--- src/rtl/door_idol_controller.sv ---
`default_nettype none
// ============================================================================
// Module      : door_idol_controller
// Description : Per-level door/idol tile controller. Walks the door through
//               HIDDEN -> LOCKED -> OPEN -> IDOL -> COLLECTED, and produces the
//               registered rectangle hit, tile offsets and bitmap select for
//               the downstream door/idol bitmap stage.
//               Optional build macro DOOR_IDOL_BLINK_EN makes the idol blink
//               during the final BLINK_FRAMES frames of its timeout.
// Revision    : 1.0 - initial release
// ============================================================================
module door_idol_controller #(
  parameter logic [10:0] DOOR_X       = 11'd288,
  parameter logic [10:0] DOOR_Y       = 11'd224,
  parameter int          TILE_SIZE    = 32,
  parameter int          IDOL_TIMEOUT = 600
`ifdef DOOR_IDOL_BLINK_EN
  ,
  parameter int          BLINK_FRAMES = 120
`endif
) (
  input  logic        clk,
  input  logic        resetN,
  input  logic        startOfFrame,
  input  logic [10:0] pixelX,
  input  logic [10:0] pixelY,
  input  logic        mode_sel,
  input  logic        brickDestroyed,
  input  logic [3:0]  enemiesLeft,
  input  logic        playerCollision,
  input  logic        levelRestart,
  output logic [10:0] offsetX,
  output logic [10:0] offsetY,
  output logic        InsideRectangle,
  output logic        select,
  output logic        doorOpen,
  output logic        levelComplete
);

  // Tile edges are formed at 12 bits so DOOR_X/Y near the top of the 11-bit
  // range cannot wrap the exclusive right/bottom bound.
  localparam logic [11:0] c_X_END        = {1'b0, DOOR_X} + 12'(TILE_SIZE);
  localparam logic [11:0] c_Y_END        = {1'b0, DOOR_Y} + 12'(TILE_SIZE);
  localparam logic [9:0]  c_TIMEOUT_LAST = 10'(IDOL_TIMEOUT - 1);
  localparam logic [9:0]  c_CNT_MAX      = 10'h3FF;
`ifdef DOOR_IDOL_BLINK_EN
  localparam logic [9:0]  c_BLINK_START  = 10'(IDOL_TIMEOUT - BLINK_FRAMES);
`endif

  typedef enum logic [2:0] {
    S_HIDDEN    = 3'd0,
    S_LOCKED    = 3'd1,
    S_OPEN      = 3'd2,
    S_IDOL      = 3'd3,
    S_COLLECTED = 3'd4
  } t_state;

  t_state      r_state;
  logic [9:0]  r_frame_cnt;
  logic        r_blink;
  logic [10:0] r_offset_x;
  logic [10:0] r_offset_y;
  logic        r_inside;
  logic        r_select;
  logic        r_door_open;
  logic        r_level_complete;

  logic        w_hit;
  logic        w_visible;
  logic        w_show;
  logic        w_timeout;

  // Geometric hit test and tile visibility for the current state
  always_comb begin
    w_hit = ({1'b0, pixelX} >= {1'b0, DOOR_X}) && ({1'b0, pixelX} < c_X_END) &&
            ({1'b0, pixelY} >= {1'b0, DOOR_Y}) && ({1'b0, pixelY} < c_Y_END);
    w_visible = (r_state == S_LOCKED) || (r_state == S_OPEN) || (r_state == S_IDOL);
    w_timeout = startOfFrame && (r_frame_cnt == c_TIMEOUT_LAST);
`ifdef DOOR_IDOL_BLINK_EN
    w_show = w_hit && w_visible && !mode_sel && !r_blink;
`else
    w_show = w_hit && w_visible && !mode_sel;
`endif
  end

  // Door lifecycle FSM, idol frame counter and registered pixel outputs
  always_ff @(posedge clk or negedge resetN) begin
    if (!resetN) begin
      r_state          <= S_HIDDEN;
      r_frame_cnt      <= '0;
      r_blink          <= 1'b0;
      r_offset_x       <= '0;
      r_offset_y       <= '0;
      r_inside         <= 1'b0;
      r_select         <= 1'b0;
      r_door_open      <= 1'b0;
      r_level_complete <= 1'b0;
    end else begin
      // Pixel-path outputs reflect the state held during this cycle.
      r_inside         <= w_show;
      r_offset_x       <= w_hit ? (pixelX - DOOR_X) : '0;
      r_offset_y       <= w_hit ? (pixelY - DOOR_Y) : '0;
      r_select         <= (r_state == S_IDOL) && !mode_sel;
      r_door_open      <= (r_state == S_OPEN) && !mode_sel;
      r_level_complete <= 1'b0;

      if (r_state != S_IDOL) begin
        r_blink <= 1'b0;
      end

      if (levelRestart || mode_sel) begin
        r_state     <= S_HIDDEN;
        r_frame_cnt <= '0;
        r_blink     <= 1'b0;
      end else begin
        case (r_state)
          S_HIDDEN: begin
            if (brickDestroyed) begin
              r_state <= S_LOCKED;
            end
          end
          S_LOCKED: begin
            if (enemiesLeft == 4'd0) begin
              r_state <= S_OPEN;
            end
          end
          S_OPEN: begin
            if (playerCollision) begin
              r_state     <= S_IDOL;
              r_frame_cnt <= '0;
            end
          end
          S_IDOL: begin
            // Collision beats a coincident timeout.
            if (playerCollision) begin
              r_state          <= S_COLLECTED;
              r_level_complete <= 1'b1;
              r_blink          <= 1'b0;
            end else if (w_timeout) begin
              r_state     <= S_OPEN;
              r_frame_cnt <= '0;
              r_blink     <= 1'b0;
            end else if (startOfFrame) begin
              if (r_frame_cnt != c_CNT_MAX) begin
                r_frame_cnt <= r_frame_cnt + 10'd1;
              end
`ifdef DOOR_IDOL_BLINK_EN
              if (r_frame_cnt >= c_BLINK_START) begin
                r_blink <= !r_blink;
              end
`endif
            end
          end
          S_COLLECTED: begin
            r_state <= S_COLLECTED;
          end
          default: begin
            r_state     <= S_HIDDEN;
            r_frame_cnt <= '0;
          end
        endcase
      end
    end
  end

  assign offsetX         = r_offset_x;
  assign offsetY         = r_offset_y;
  assign InsideRectangle = r_inside;
  assign select          = r_select;
  assign doorOpen        = r_door_open;
  assign levelComplete   = r_level_complete;

endmodule
`default_nettype wire

--- config.mk ---
export PLATFORM = sky130hd
export DESIGN_NAME = door_idol_controller
export DESIGN_NICKNAME = d
export VERILOG_FILES = /design/src/rtl/door_idol_controller.sv
export SDC_FILE = /design/constraint.sdc
export NUM_CORES = 1
export LEC_CHECK = 0
export CORE_AREA = 5 5 72 74
export DETAILED_ROUTE_END_ITERATION = 10
export DIE_AREA = 0 0 77 79
export PLACE_DENSITY = 0.82
export RECOVER_POWER = 50
export SLEW_MARGIN = 20
export SYNTH_ARGS = -nofsm -noshare
export SYNTH_HDL_FRONTEND = slang
export SYNTH_SLANG_ARGS = --single-unit
--- constraint.sdc ---
create_clock -name clk -period 1.95 [get_ports clk]
set_input_delay 0.195 -clock clk [delete_from_list [all_inputs] [get_ports clk]]
set_output_delay 0.195 -clock clk [all_outputs]
set_load 0.005 [all_outputs]
# Yosys cells after proc, flatten, opt, wreduce, memory -nomap -nowiden
# Cells that the tools add are included.
# totals
register_bits,39
inputBits,33
out_inout_bits,26
word_cells,65
# op_classes
add_sub_neg,3
n_lt_le_gt_ge,4
n_eq_ne,14
n_mux,19
reduce_logical,17
# ops
operator,count
$mux W10,6
$pmux W10 S3,1
$lt A11 B9 Y1 const B,2
$mux W11,2
$mux W3,6
$pmux W3 S5,1
$ge A11 B8 Y1 const B,1
$ge A11 B9 Y1 const B,1
$sub A11 B8 Y11 const B,1
$sub A11 B9 Y11 const B,1
$add A10 B1 Y10 const B,1
$eq A10 B10 Y1 const B,1
$ne A10 B10 Y1 const B,1
$logic_and A1 B1 Y1,8
$ne A4 B3 Y1 const B,2
$eq A3 B2 Y1 const B,2
$ne A3 B2 Y1 const B,2
$reduce_and A5 Y1,1
$logic_not A4 Y1,1
$ne A4 B2 Y1 const B,1
$reduce_and A4 Y1,1
$eq A3 B1 Y1 const B,1
$eq A3 B3 Y1 const B,1
$logic_not A3 Y1,1
other kinds (7),11

# Logic depth before layout (Yosys ltp)
# logic_depth
ltp_word,7
depth_mapped,7

# Worst setup path before layout
# No wires, ideal clock.
# synth_path
path_type,reg2reg
from,reg r_frame_cnt[3]
to,reg r_frame_cnt[4]
setup_ns,0.121
arrival_time_ns,1.830
t_required_ns,1.829
setup_slack_ns,-0.001
path_stages_with_launch,6
path_buffers,0
cell_sequence,dfrtp_1 > or4b_4 > nor4b_4 > nor2_2 > a211o_1 > a22o_1
# synth_between
elab_chain_cells,7
word_cells_on_any_way,13
# synth_lines
element,line_no,text
start: declaration,59,logic [9:0] r_frame_cnt;
start signal: assignment,145,r_frame_cnt <= r_frame_cnt + 10'd1;
$add A10 B1 Y10,145,
$mux W10,144,if (r_frame_cnt != c_CNT_MAX) begin
$mux W10,143,end else if (startOfFrame) begin
$mux W10,139,end else if (w_timeout) begin
$mux W10,135,if (playerCollision) begin
$pmux W10 S3,116,case (r_state)
$mux W10,111,if (levelRestart || mode_sel) begin
# Several ways; a longest one is shown, not always the timed one. The select of a mux whose other input is x is not followed.
# A chain may end at the register's enable or synchronous reset.

# Worst setup path after layout
# layout_path
from,reg r_frame_cnt[8]
to,reg r_frame_cnt[6]
# layout_between
elab_chain_cells,6
word_cells_on_any_way,10
# layout_lines
element,line_no,text
$eq A10 B10 Y1,78,w_timeout = startOfFrame && (r_frame_cnt == c_TIMEOUT_LAST);
$logic_and A1 B1 Y1,78,
$mux W10,139,
$mux W10,135,
$pmux W10 S3,116,
$mux W10,111,
# Several ways; a longest one is shown, not always the timed one. The select of a mux whose other input is x is not followed.

==> flow_metrics.py <==
metrics = {
    "run_status": {
        "status": "finished with violations",
        "violations": "negative setup slack",
    },
    "detailed_routing": {
        "first_pass_iters": 4,
        "drt_iter0_markers": 74,
        "viasPerCell": 5.14,
        "routed_wl_um": 4520,
        "vias": 1579,
        "drc": 0,
        "wl_per_cell_um": 14.7,
        "ant_nets": 0,
    },
    "clocking": {
        "clock_latency_ns": 0.29,
        "htree_levels": 2,
        "cts_hold_buf": 0,
        "clock_path_buffers": 2,
        "clk_pin_slew_ns": 0.08,
        "cts_tree": "done",
        "root_buffer": "clkbuf_8",
        "cts_sinks": 39,
        "cts_made_buffers": 5,
    },
    "timing": {
        "final_max_slew_viol_count": 0,
        "timing.fmax_ghz": 0.492,
        "timing.final.ws_setup_ns": -0.0822,
        "skew_ns": 0.00541,
        "period_needed_ns": 2.03,
        "period_share_pct": 104,
        "setup_viol": 7,
        "fin_setup_tns_ns": -0.326,
        "hold_slack_ns": 0.0367,
        "hold_viol_final": 0,
        "rsz0062_at_grt": "yes",
        "max_slew_margin_pct": 36.7,
        "worst_slew_pin_slew_ns": 0.950,
    },
    "floorplan": {
        "placementRows": 25,
        "core-area_um2": 4540,
        "die_w_um": 77,
        "die_area_um2": 6080,
        "start_util_pct": 39.1,
        "io_pins": 59,
        "die_h_um": 79,
    },
    "placement": {
        "place_inst": 297,
        "gp_congestion": 0.910,
        "dp.final_hpwl_um": 3290,
        "portBuffers": 58,
        "place_area_um2": 2620,
        "dp_worst_setup_slack_ns": -0.220,
    },
    "critical_path": {
        "crit_arrival_ns": 2.22,
        "start_kind": "flop",
        "r2r-start": "r_frame_cnt[8]",
        "rrSetupSlack_ns": -0.08,
        "ff2ff_path_depth": 6,
        "endpoint_kind": "flop",
        "critPathRequiredTime_ns": 2.13,
        "crit_type": "flop to flop",
        "crit_fanout": 5,
        "critPathLaunch": "r_frame_cnt[8]",
        "r2r-end": "r_frame_cnt[6]",
    },
    "synth": {
        "synth_ff_type": "dfrtp_1",
        "yosysSeqAreaShare_pct": 55.0,
        "synth_top_area_share_pct": 55.0,
        "ys_top_cells_by_count": "dfrtp_1, nor2_1, and2_1",
        "synth_top_cell_by_area": "dfrtp_1",
        "yosysWarnings": 0,
        "synthArstFlopShare_pct": 100,
        "avgSynthCellArea_um2": 11.2,
        "synth_cell_types": 42,
        "synth_area_leaders": "dfrtp_1, nor2_1, and2_1",
        "synth-edff-count": 0,
        "syn_inst": 158,
        "synth_seq_cells": 39,
        "synthesis.area_um2": 1770,
        "yosys.cell_count.top_type": "dfrtp_1",
    },
    "power": {
        "powerDensity_nw_per_um2": 626,
        "ir_worst_vdd_uv": 461,
        "p_total_mw": 1.76,
        "power_leakage_nw": 1.32,
    },
    "run": {
        "maxCapViolCount": 0,
    },
    "final_layout": {
        "finalNonFillerCells": 307,
        "final_net_count": 289,
        "diodes": 0,
        "fin_area_um2": 2810,
        "final_util_pct": 61.9,
        "fillers": 370,
        "syn2layout_area_growth_pct": 58.3,
        "drive_gt1_share_pct": 23.3,
    },
    "grt": {
        "grt_start_max_net_pins": 40,
        "antenna_found_initial": 0,
        "grt_usage_pct": 15.4,
        "grt_pass1_vias": 1576,
        "grt_overflow": 0,
        "grt_pass1_wl_um": 7420,
    },
    "worst_hold_path": {
        "holdCritPathClass": "input pin to async pin",
    },
}
## logic make-up after synthesis
kind of cell | share of synthesized area (%)
other | 0.211
AOI/OAI and AO/OA | 10.8
DFF | 55.0
adders and majority gates | 2.82
buffers and inverters | 2.61
and+or+nand+nor | 26.0
muxes | 0.635
xor gates and xnor gates | 1.97
## layer usage
metal	GRT usage [%]	share of wire (%)	vias up
met5	0	0	-
met1	17.3	40	774
met2	26.4	51	45
met4	5.50	1.3	0
met3	6.12	7.8	7
li1	-	-	753
## timing repair
item                       CTS  global route
pin swaps                    5             7
gates resized for setup      4            11
setup endpoints to repair    7            19
setup buffers                1             1
cloned                       1             1
## cell usage in the layout, fill, tap and decap left out, types with 5 or more instances in the layout
| cell | instances |
|---|---|
| nor2_1 | 21 |
| and2_1 | 12 |
| dfrtp_1 | 39 |
| nand3_1 | 7 |
| o21ai_0 | 6 |
| buf_4 | 28 |
| clkbuf_8 | 5 |
| clkdlybuf4s50_1 | 54 |
## worst max-delay path, stage by stage, from the launching register on
cell and delay (ns):
dfrtp_1 0.41, or4b_4 0.53, nor4b_4 0.26, buf_4 0.18, nor2_4 0.05, a211o_1 0.29, a22o_1 0.20
## worst max-delay path by stage
stage | end | slack [ns] | cells past startpoint
CTS | r_frame_cnt[6] | -0.07 | 6
global route | r_frame_cnt[3] | -0.13 | 6
finish | r_frame_cnt[6] | -0.08 | 6
detailed placement | offsetY[5] | -0.22 | 8
global placement | InsideRectangle | -0.14 | 7
floorplan | r_frame_cnt[4] | -0.0005 | 5
## state kept, by name, indices dropped and copies added (netlist names)
signal	cells
offsetY	11
r_frame_cnt	10
levelComplete	1
r_state	3
doorOpen	1
select	1
InsideRectangle	1
offsetX	11
## report_power, final
group          internal (mW)  switching [mW]  leakage, nW
registers              0.812         0.00405        0.540
clock network          0.511           0.278       0.0654
logic                 0.0916          0.0622        0.713
total                   1.41           0.344         1.32
## layout make-up
cell class	instances	area (um^2)	area share, %
clock buffers	6	72.6	2.58
clock inverters	2	60.1	2.14
inverters	4	15.0	0.535
multi-input cells	113	808	28.8
flip-flops and latches	39	976	34.8
well taps	54	67.6	2.41
repair buffers	89	808	28.8
(Power assumes the default switching activity.)
